**config.mk**
```make
export PLATFORM = sky130hd
export DESIGN_NAME = chunked_subtractor_flat
export DESIGN_NICKNAME = d
export VERILOG_FILES = /design/src/rtl/chunked_subtractor_if.sv /design/src/rtl/chunked_subtractor.sv /design/src/flat_wrapper.sv
export SDC_FILE = /design/constraint.sdc
export NUM_CORES = 1
export LEC_CHECK = 0
export ABC_AREA = 0
export CORE_ASPECT_RATIO = 1.4
export CORE_MARGIN = 3
export CORE_UTILIZATION = 34
export CTS_CLUSTER_DIAMETER = 60
export CTS_CLUSTER_SIZE = 12
export DETAILED_ROUTE_END_ITERATION = 16
export PLACE_DENSITY = 0.55
export SETUP_SLACK_MARGIN = 0.05
export SLEW_MARGIN = 40
export SYNTH_ARGS = -nofsm -noshare
export SYNTH_HDL_FRONTEND = slang
export SYNTH_SLANG_ARGS = --single-unit
```
**constraint.sdc**
```tcl
create_clock -name clk -period 2.8 [get_ports clk]
set_input_delay 0.42 -clock clk [delete_from_list [all_inputs] [get_ports clk]]
set_output_delay 0.42 -clock clk [all_outputs]
set_load 0.02 [all_outputs]
```
**src/rtl/chunked_subtractor_if.sv**
```systemverilog
// chunked_subtractor_if: request/result bundle for the slice-serial subtractor.
interface chunked_subtractor_if #(
    parameter int W = 16
);
    logic         start;
    logic [W-1:0] a;
    logic [W-1:0] b;
    logic         busy;
    logic         done;
    logic [W-1:0] diff;
    logic         borrow;
    logic         zero;

    modport master (
        output start, a, b,
        input  busy, done, diff, borrow, zero
    );

    modport slave (
        input  start, a, b,
        output busy, done, diff, borrow, zero
    );
endinterface

```
**src/rtl/chunked_subtractor.sv**
```systemverilog
// chunked_subtractor: W-bit unsigned subtract, one N-bit slice per clock, LSB slice first.
module chunked_subtractor #(
    parameter int W = 16,
    parameter int N = 4
) (
    input logic                 clk,
    input logic                 rst_,
    chunked_subtractor_if.slave bus
);
    localparam int S  = W / N;
    localparam int CW = (S > 1) ? $clog2(S) : 1;

    typedef enum logic {IDLE, RUN} state_e;

    state_e          state_q, state_d;
    logic [CW-1:0]   cnt_q, cnt_d;
    logic [W-1:0]    a_q, a_d, b_q, b_d, res_q, res_d, diff_q, diff_d;
    logic            brw_q, brw_d, borrow_q, borrow_d, zero_q, zero_d, done_q, done_d;
    logic [N:0]      slice;
    logic [W+N-1:0]  res_cat;
    logic            last;

    // Borrow ripples between cycles through brw_q, never wider than one slice.
    assign slice   = {1'b0, a_q[N-1:0]} - {1'b0, b_q[N-1:0]} - {{N{1'b0}}, brw_q};
    assign res_cat = {slice[N-1:0], res_q};
    assign last    = cnt_q == CW'(S - 1);

    always_comb begin
        state_d  = state_q;
        cnt_d    = cnt_q;
        a_d      = a_q;
        b_d      = b_q;
        res_d    = res_q;
        brw_d    = brw_q;
        diff_d   = diff_q;
        borrow_d = borrow_q;
        zero_d   = zero_q;
        done_d   = 1'b0;
        if (state_q == IDLE) begin
            if (bus.start) begin
                state_d = RUN;
                cnt_d   = '0;
                a_d     = bus.a;
                b_d     = bus.b;
                res_d   = '0;
                brw_d   = 1'b0;
            end
        end else begin
            a_d   = a_q >> N;
            b_d   = b_q >> N;
            res_d = res_cat[W+N-1:N];
            brw_d = slice[N];
            cnt_d = cnt_q + 1'b1;
            if (last) begin
                state_d  = IDLE;
                cnt_d    = '0;
                diff_d   = res_cat[W+N-1:N];
                borrow_d = slice[N];
                zero_d   = res_cat[W+N-1:N] == '0;
                done_d   = 1'b1;
            end
        end
    end

    always_ff @(posedge clk or negedge rst_) begin
        if (!rst_) begin
            state_q  <= IDLE;
            cnt_q    <= '0;
            a_q      <= '0;
            b_q      <= '0;
            res_q    <= '0;
            brw_q    <= 1'b0;
            diff_q   <= '0;
            borrow_q <= 1'b0;
            zero_q   <= 1'b0;
            done_q   <= 1'b0;
        end else begin
            state_q  <= state_d;
            cnt_q    <= cnt_d;
            a_q      <= a_d;
            b_q      <= b_d;
            res_q    <= res_d;
            brw_q    <= brw_d;
            diff_q   <= diff_d;
            borrow_q <= borrow_d;
            zero_q   <= zero_d;
            done_q   <= done_d;
        end
    end

    assign bus.busy   = state_q == RUN;
    assign bus.done   = done_q;
    assign bus.diff   = diff_q;
    assign bus.borrow = borrow_q;
    assign bus.zero   = zero_q;
endmodule

```
**src/flat_wrapper.sv**
```systemverilog
// flat-port wrapper written by rule: the top's interface ports become plain ports
module chunked_subtractor_flat 
#(
    parameter int W = 16,
    parameter int N = 4
)
  (clk, rst_, bus_start, bus_a, bus_b, bus_busy, bus_done, bus_diff, bus_borrow, bus_zero);
  chunked_subtractor_if #(.W(W)) bus_i ();
  input logic clk;
  input logic rst_;
  input wire logic [$bits(bus_i.start)-1:0] bus_start;
  input wire logic [$bits(bus_i.a)-1:0] bus_a;
  input wire logic [$bits(bus_i.b)-1:0] bus_b;
  output wire logic [$bits(bus_i.busy)-1:0] bus_busy;
  output wire logic [$bits(bus_i.done)-1:0] bus_done;
  output wire logic [$bits(bus_i.diff)-1:0] bus_diff;
  output wire logic [$bits(bus_i.borrow)-1:0] bus_borrow;
  output wire logic [$bits(bus_i.zero)-1:0] bus_zero;
  assign bus_i.start = bus_start;
  assign bus_i.a = bus_a;
  assign bus_i.b = bus_b;
  assign bus_busy = bus_i.busy;
  assign bus_done = bus_i.done;
  assign bus_diff = bus_i.diff;
  assign bus_borrow = bus_i.borrow;
  assign bus_zero = bus_i.zero;
  chunked_subtractor #(.W(W), .N(N)) u_core (.clk(clk), .rst_(rst_), .bus(bus_i));
endmodule
```
==> results of run 1 <==
-- final cells by class --
type	instances	area, sq um	area share [%]
tap	102	127.6	3.253
multi-input combinational	164	1165	29.69
clock inverter	4	72.57	1.849
sequential	67	1678	42.76
timing repair buffer	61	583.1	14.86
inverter	11	41.29	1.052
clock buffer	12	256.5	6.537
-- synth_stat cells --
cell / number
nand4_1: 1
ha_1: 7
dfrtp_1: 67
nand2_1: 39
xnor2_1: 2
o21ai_0: 33
xor2_1: 2
mux2i_1: 32
mux2_2: 15
o22ai_1: 1
or4_1: 2
clkinv_1: 1
nand3b_1: 1
a21oi_1: 1
o31ai_2: 1
buf_2: 5
and3_1: 1
a22o_1: 6
nand2b_1: 2
a21o_1: 1
nor2_1: 11
nor4_1: 1
fa_1: 2
a31o_2: 2
clkbuf_1: 10
nor3_1: 1
inv_1: 10
-- cell families (layout without fill, tap and decap cells) --
kind of cell / Yosys count / count (layout) / share of synthesized area [%]
and+or+nand+nor: 59 / 59 / 8.369
AOI/OAI and AO/OA: 45 / 45 / 9.049
xor gates and xnor gates: 4 / 4 / 1.190
adders and majority gates: 9 / 9 / 4.333
muxes: 47 / 47 / 16.61
DFF: 67 / 67 / 56.92
buffers and inverters: 26 / 88 / 3.526
-- worst register-to-register path: stages (launching register included) --
cell and delay (ns):
dfrtp_1 0.34, inv_1 0.06, fa_1 0.46, fa_1 0.52
nor4_1 0.30, nand4_1 0.13, or4_1 0.50, o31ai_2 0.18
-- worst max path at each step --
| stage | cells after the start | slack (ns) | to |
|---|---|---|---|
| 6_report | 7 | 0.23 | u_core.bus.zero |
| 5_1_grt | 7 | 0.07 | u_core.bus.zero |
| 4_1_cts | 7 | 0.21 | u_core.bus.zero |
| 3_5_place_dp | 7 | 0.22 | u_core.bus.zero |
| 3_3_place_gp | 7 | 0.29 | u_core.bus.zero |
| 2_1_floorplan | 7 | 0.37 | u_core.bus.zero |
-- metrics by stage --
stage               utilization, %  total power [mW]  worst slack (ns)  hold WS (ns)  std cells
detailed placement           43.33             3.329            0.2178        0.4609        405
CTS                          47.30             4.578            0.2059        0.1064        421
finish                       47.30             4.509            0.2304       0.09476        421
global placement             43.33             3.306            0.2945        0.4587        405
floorplan                        -             2.727            0.3698        0.1244        257
global route                 47.30             4.859           0.06571        0.1434        421
-- metal layers --
metal / vias to the layer above / routed length (microns) / track usage [%]
met1: 956 / 2688 / 17.45
li1: 997 / - / -
met2: 40 / 2949 / 21.38
met4: 0 / 161 / 8.237
met3: 11 / 232 / 2.682
met5: - / 0 / 0
-- power by group --
part           internal, mW  leakage [nW]  total (mW)  switching (mW)
clock                 0.826         0.159        1.22           0.398
sequential             1.36         0.864        1.67           0.301
combinational         0.799         0.806        1.62           0.820
-- flip-flops by register name (all words and copies together), names as in the netlist, 2 cells and up --
signal and count:
u_core.cnt_q 2, u_core.res_q 12, u_core.a_q 16, u_core.bus.diff 16
u_core.b_q 16
==> reports/results.tsv, run 1 <==
metric	value	unit
run status	finished clean	
Pre-antenna DRT Iters	6	
Final Hold Viols	0	
yosys warns	0	
Core ar.	8295	sq um
Post-Route WL	6.032	mm
CTS Hold Buffers Added	0	
commonest cells after routing, fill and taps aside	66 x dfrtp_1, 52 x clkdlybuf4s50_1, 39 x nand2_1	
Critical Path, Cell by Cell	inv_1 -> fa_1 -> fa_1 -> nor4_1 -> nand4_1 -> or4_1 -> o31ai_2	
fill count	799	
top cells by area, synth	dfrtp_1 57%, mux2i_1 11%, mux2_2 5.7%	
Wirelength per Cell	14.33	microns
Worst Skew	0.006997	ns
Critical Path AT	2.81	ns
crit path max fanout	3	
most used cell along the critical path	fa_1	
worst min path class	in -> async	
Skew-Pair Late Insertion Delay	0.33	ns
DRT antenna net count	0	
Synth area leader	dfrtp_1	
CTS resizes	0	
reg2reg start	u_core.brw_q	
Slew Viols, Final	0	
Worst Setup Start Kind	flip-flop	
DRT iter0 DRCs	56	
RSZ-0062 raised after global routing	no	
synthesis-to-layout area growth	33.22	%
Tcrit/Tclk final	91.77	%
num rows	39	
CP Buf/Inv Count	1	
Max Cap Violations	0	
Worst-Margin Slew	0.7241	ns
synth unique cells	27	
syn avg cell area	11.46	sq um
CTS H-tree depth	3	
post-synth top area share	56.92	%
FF-to-FF path depth	7	
Final TNS setup	0	ns
TritonCTS Sinks	67	
CP Capture Type	flip-flop	
total number of vias	2004	
worst vdd ir	0.4256	mV
routed vias/inst	4.760	
Port Buffer Count	54	
hpwl dp	4.273	mm
Placed Area	3595	sq um
gp weighted congestion	0.7947	
Crit path max-delay family	adder cells	
worst endpoint required time	3.04	ns
Worst R2R End	u_core.bus.zero	
die width	84.66	microns
overall global routing resource usage	13.62	%
Initial Utilization	35.51	%
CTS tree	built	
height of the die	116.1	microns
pwr/cell area	1149	nW/um^2
commonest non-fill, non-tap cell in the layout	dfrtp_1	
synthesis-stage register bit count	67	
minimum clock period	2.570	ns
Worst setup startpoint	u_core.brw_q	
# IOs	55	
drc violations	0	
CTS clk-pin slew, worst paths	0.05	ns
Leakage	1.829	nW
initial antenna violation count	0	
fin nets	358	
fmax	0.3892	GHz
flop2flop setup slack	0.23	ns
fin area	3924	sq um
Ant. Diodes	0	
Clock Tree Buf Depth	2	
Rel. slew slack	51.61	%
vias in the first global route	2021	
critical path class	reg -> reg	
Final setup viols	0	
global route overflow	0	
post-CTS setup buffers	0	
CP peak stage delay	0.52	ns
Mapped Cells	257	
Synth Net Count	301	
pin count of the biggest net entering global routing	48	
clock root cell	clkbuf_16	
CTS Buf Count	9	
Critical-path top delay cell	fa_1	
first-pass GRT wire length	10.32	mm
Die Footprint	9831	sq um
Synth Cell Area	2945	sq um
Seq/Total Area, Yosys	56.92	%
layout cells sized above 1	13.48	%
Note: power is estimated with default switching activity, not from simulation.
==> run 2, diff against run 1 <==
--- a/config.mk
+++ b/config.mk
@@ -14,7 +14,6 @@
 export DETAILED_ROUTE_END_ITERATION = 16
 export PLACE_DENSITY = 0.55
 export SETUP_SLACK_MARGIN = 0.05
-export SLEW_MARGIN = 40
 export SYNTH_ARGS = -nofsm -noshare
 export SYNTH_HDL_FRONTEND = slang
 export SYNTH_SLANG_ARGS = --single-unit
==> constraint.sdc (replaced) <==
create_clock -name clk -period 2.8 [get_ports clk]
set_input_delay 0.7 -clock clk [delete_from_list [all_inputs] [get_ports clk]]
set_output_delay 0.7 -clock clk [all_outputs]
set_load 0.02 [all_outputs]
==> run 2 against run 1 <==
Count of clock-buffer cells in the layout down 3. Sequential cell count stayed put. Clock skew fell by 0.0018 ns. Global-route usage is 0.26 points lower. Die area stayed put. Clock power down 9.8%. Cell count is 0.48% lower. Setup slack gained 0.0017 ns. Core utilization shrank 0.45 points. Fmax barely moved. Register-to-register slack is essentially flat. Final area down 0.96%.
==> reports/results.tsv, run 2 (synthesis gave the netlist of run 1 again) <==
metric	value	unit
Post-Route WL	6.006	mm
pwr/cell area	1128	nW/um^2
Worst Setup Start Kind	flip-flop	
synthesis-to-layout area growth	31.95	%
overall global routing resource usage	13.36	%
clock root cell	clkbuf_16	
total number of vias	1993	
P_sw	1.535	mW
gp weighted congestion	0.7806	
pin count of the biggest net entering global routing	62	
Switching Fraction	35.01	%
CTS tree	built	
DRT antenna net count	0	
Initial Utilization	35.51	%
commonest non-fill, non-tap cell in the layout	dfrtp_1	
worst min path class	in -> async	
Slew Viols, Final	0	
FF-to-FF path depth	7	
Ant. Diodes	0	
worst slack, placed	0.2474	ns
worst vdd ir	0.5897	mV
commonest cells after routing, fill and taps aside	66 x dfrtp_1, 52 x clkdlybuf4s50_1, 39 x nand2_1	
post-CTS setup buffers	0	
# IOs	55	
Clock Tree Buf Depth	2	
clock share of power	25.1	%
routed vias/inst	4.757	
Rel. slew slack	50.20	%
Wirelength per Cell	14.33	microns
CTS resizes	0	
critical path class	reg -> reg	
vias in the first global route	2080	
CTS clk-pin slew, worst paths	0.06	ns
global route overflow	0	
Tcrit/Tclk final	91.71	%
run status	finished clean	
fmax	0.3894	GHz
Final Hold Viols	0	
Die Footprint	9831	sq um
Pint	2.849	mW
Seq pwr share	37.4	%
Max Cap Violations	0	
Worst-Margin Slew	0.7452	ns
die width	84.66	microns
num rows	39	
fin nets	356	
final worst slack	0.2321	ns
CTS Hold Buffers Added	0	
height of the die	116.1	microns
power after layout	4.384	mW
hpwl dp	4.192	mm
worst endpoint required time	3.04	ns
Port Buffer Count	54	
Pre-antenna DRT Iters	4	
Final setup viols	0	
Final TNS setup	0	ns
layout cells sized above 1	13.25	%
crit path max fanout	3	
TritonCTS Sinks	67	
drc violations	0	
initial antenna violation count	0	
CP Capture Type	flip-flop	
first-pass GRT wire length	10.16	mm
Core ar.	8295	sq um
DRT iter0 DRCs	81	
Combinational Power Share	37.5	%
CTS Buf Count	9	
Critical Path AT	2.80	ns
Leakage	1.806	nW
Worst Skew	0.005179	ns
Skew-Pair Late Insertion Delay	0.32	ns
CTS H-tree depth	3	
RSZ-0062 raised after global routing	no	
minimum clock period	2.568	ns
-- run 2: cell count changes in the layout (fill, tap and decap cells not counted) --
cell        previous run  this run
clkbuf_1               1         0
clkinv_2               1         3
clkinv_4               0         1
buf_4                  7         4
buf_12                 0         1
clkbuf_8               2         0
clkinvlp_4             1         2
bufinv_16              2         1
-- run 2: critical path: stages, from the launching register on --
cell and delay, ns:
dfrtp_1 0.34, inv_1 0.06, fa_1 0.47, fa_1 0.52, nor4_1 0.29, nand4_1 0.12
or4_1 0.50, o31ai_2 0.18
-- run 2: per-stage QoR --
step                hold slack (ns)  std cells  utilization [%]  instance area, sq um
finish                       0.2513        419            46.85                  3886
global route                 0.2562        419            46.85                  3886
CTS                          0.2534        419            46.85                  3886
detailed placement           0.4702        403            43.30                  3592
global placement             0.4645        403            43.30                  3592
floorplan                    0.4044        257                -                  2945
-- run 2: path summary, 6_finish.rpt --
kind                                     from                  to  slack (ns)
worst max-delay path             u_core.brw_q     u_core.bus.zero        0.23
worst min-delay path                     rst_  u_core.bus.diff[2]        0.25
worst max register to register   u_core.brw_q     u_core.bus.zero        0.23
worst min register to register  u_core.b_q[4]       u_core.b_q[0]        0.48
max in group asynchronous                rst_     u_core.bus.busy        1.96
min in group clk                u_core.b_q[4]       u_core.b_q[0]        0.48
-- run 2: per-layer routing --
| layer | wire length [microns] | vias to the layer above | GRT usage (%) |
|---|---|---|---|
| met5 | 0 | - | 0 |
| met2 | 2992 | 41 | 21.59 |
| met1 | 2604 | 948 | 16.26 |
| li1 | - | 994 | - |
| met3 | 262 | 10 | 4.446 |
| met4 | 146 | 0 | 6.125 |
-- run 2: cell type report --
cell class / count / area [sq um]
Multi-Input combinational cell: 164 / 1165
Fill cell: 798 / 4409
Clock buffer: 9 / 225.2
Timing Repair Buffer: 59 / 580.6
Clock inverter: 7 / 68.82
Tap cell: 102 / 127.6
Inverter: 11 / 41.29
Sequential cell: 67 / 1678
-- run 2: power by group through the flow --
stage,Combinational [mW],Clock [mW],Sequential (mW)
floorplan,1.02,0,1.71
detailed placement,1.67,0,1.67
global placement,1.64,0,1.66
global route,1.85,1.18,1.70
finish,1.64,1.10,1.64
CTS,1.67,1.13,1.65
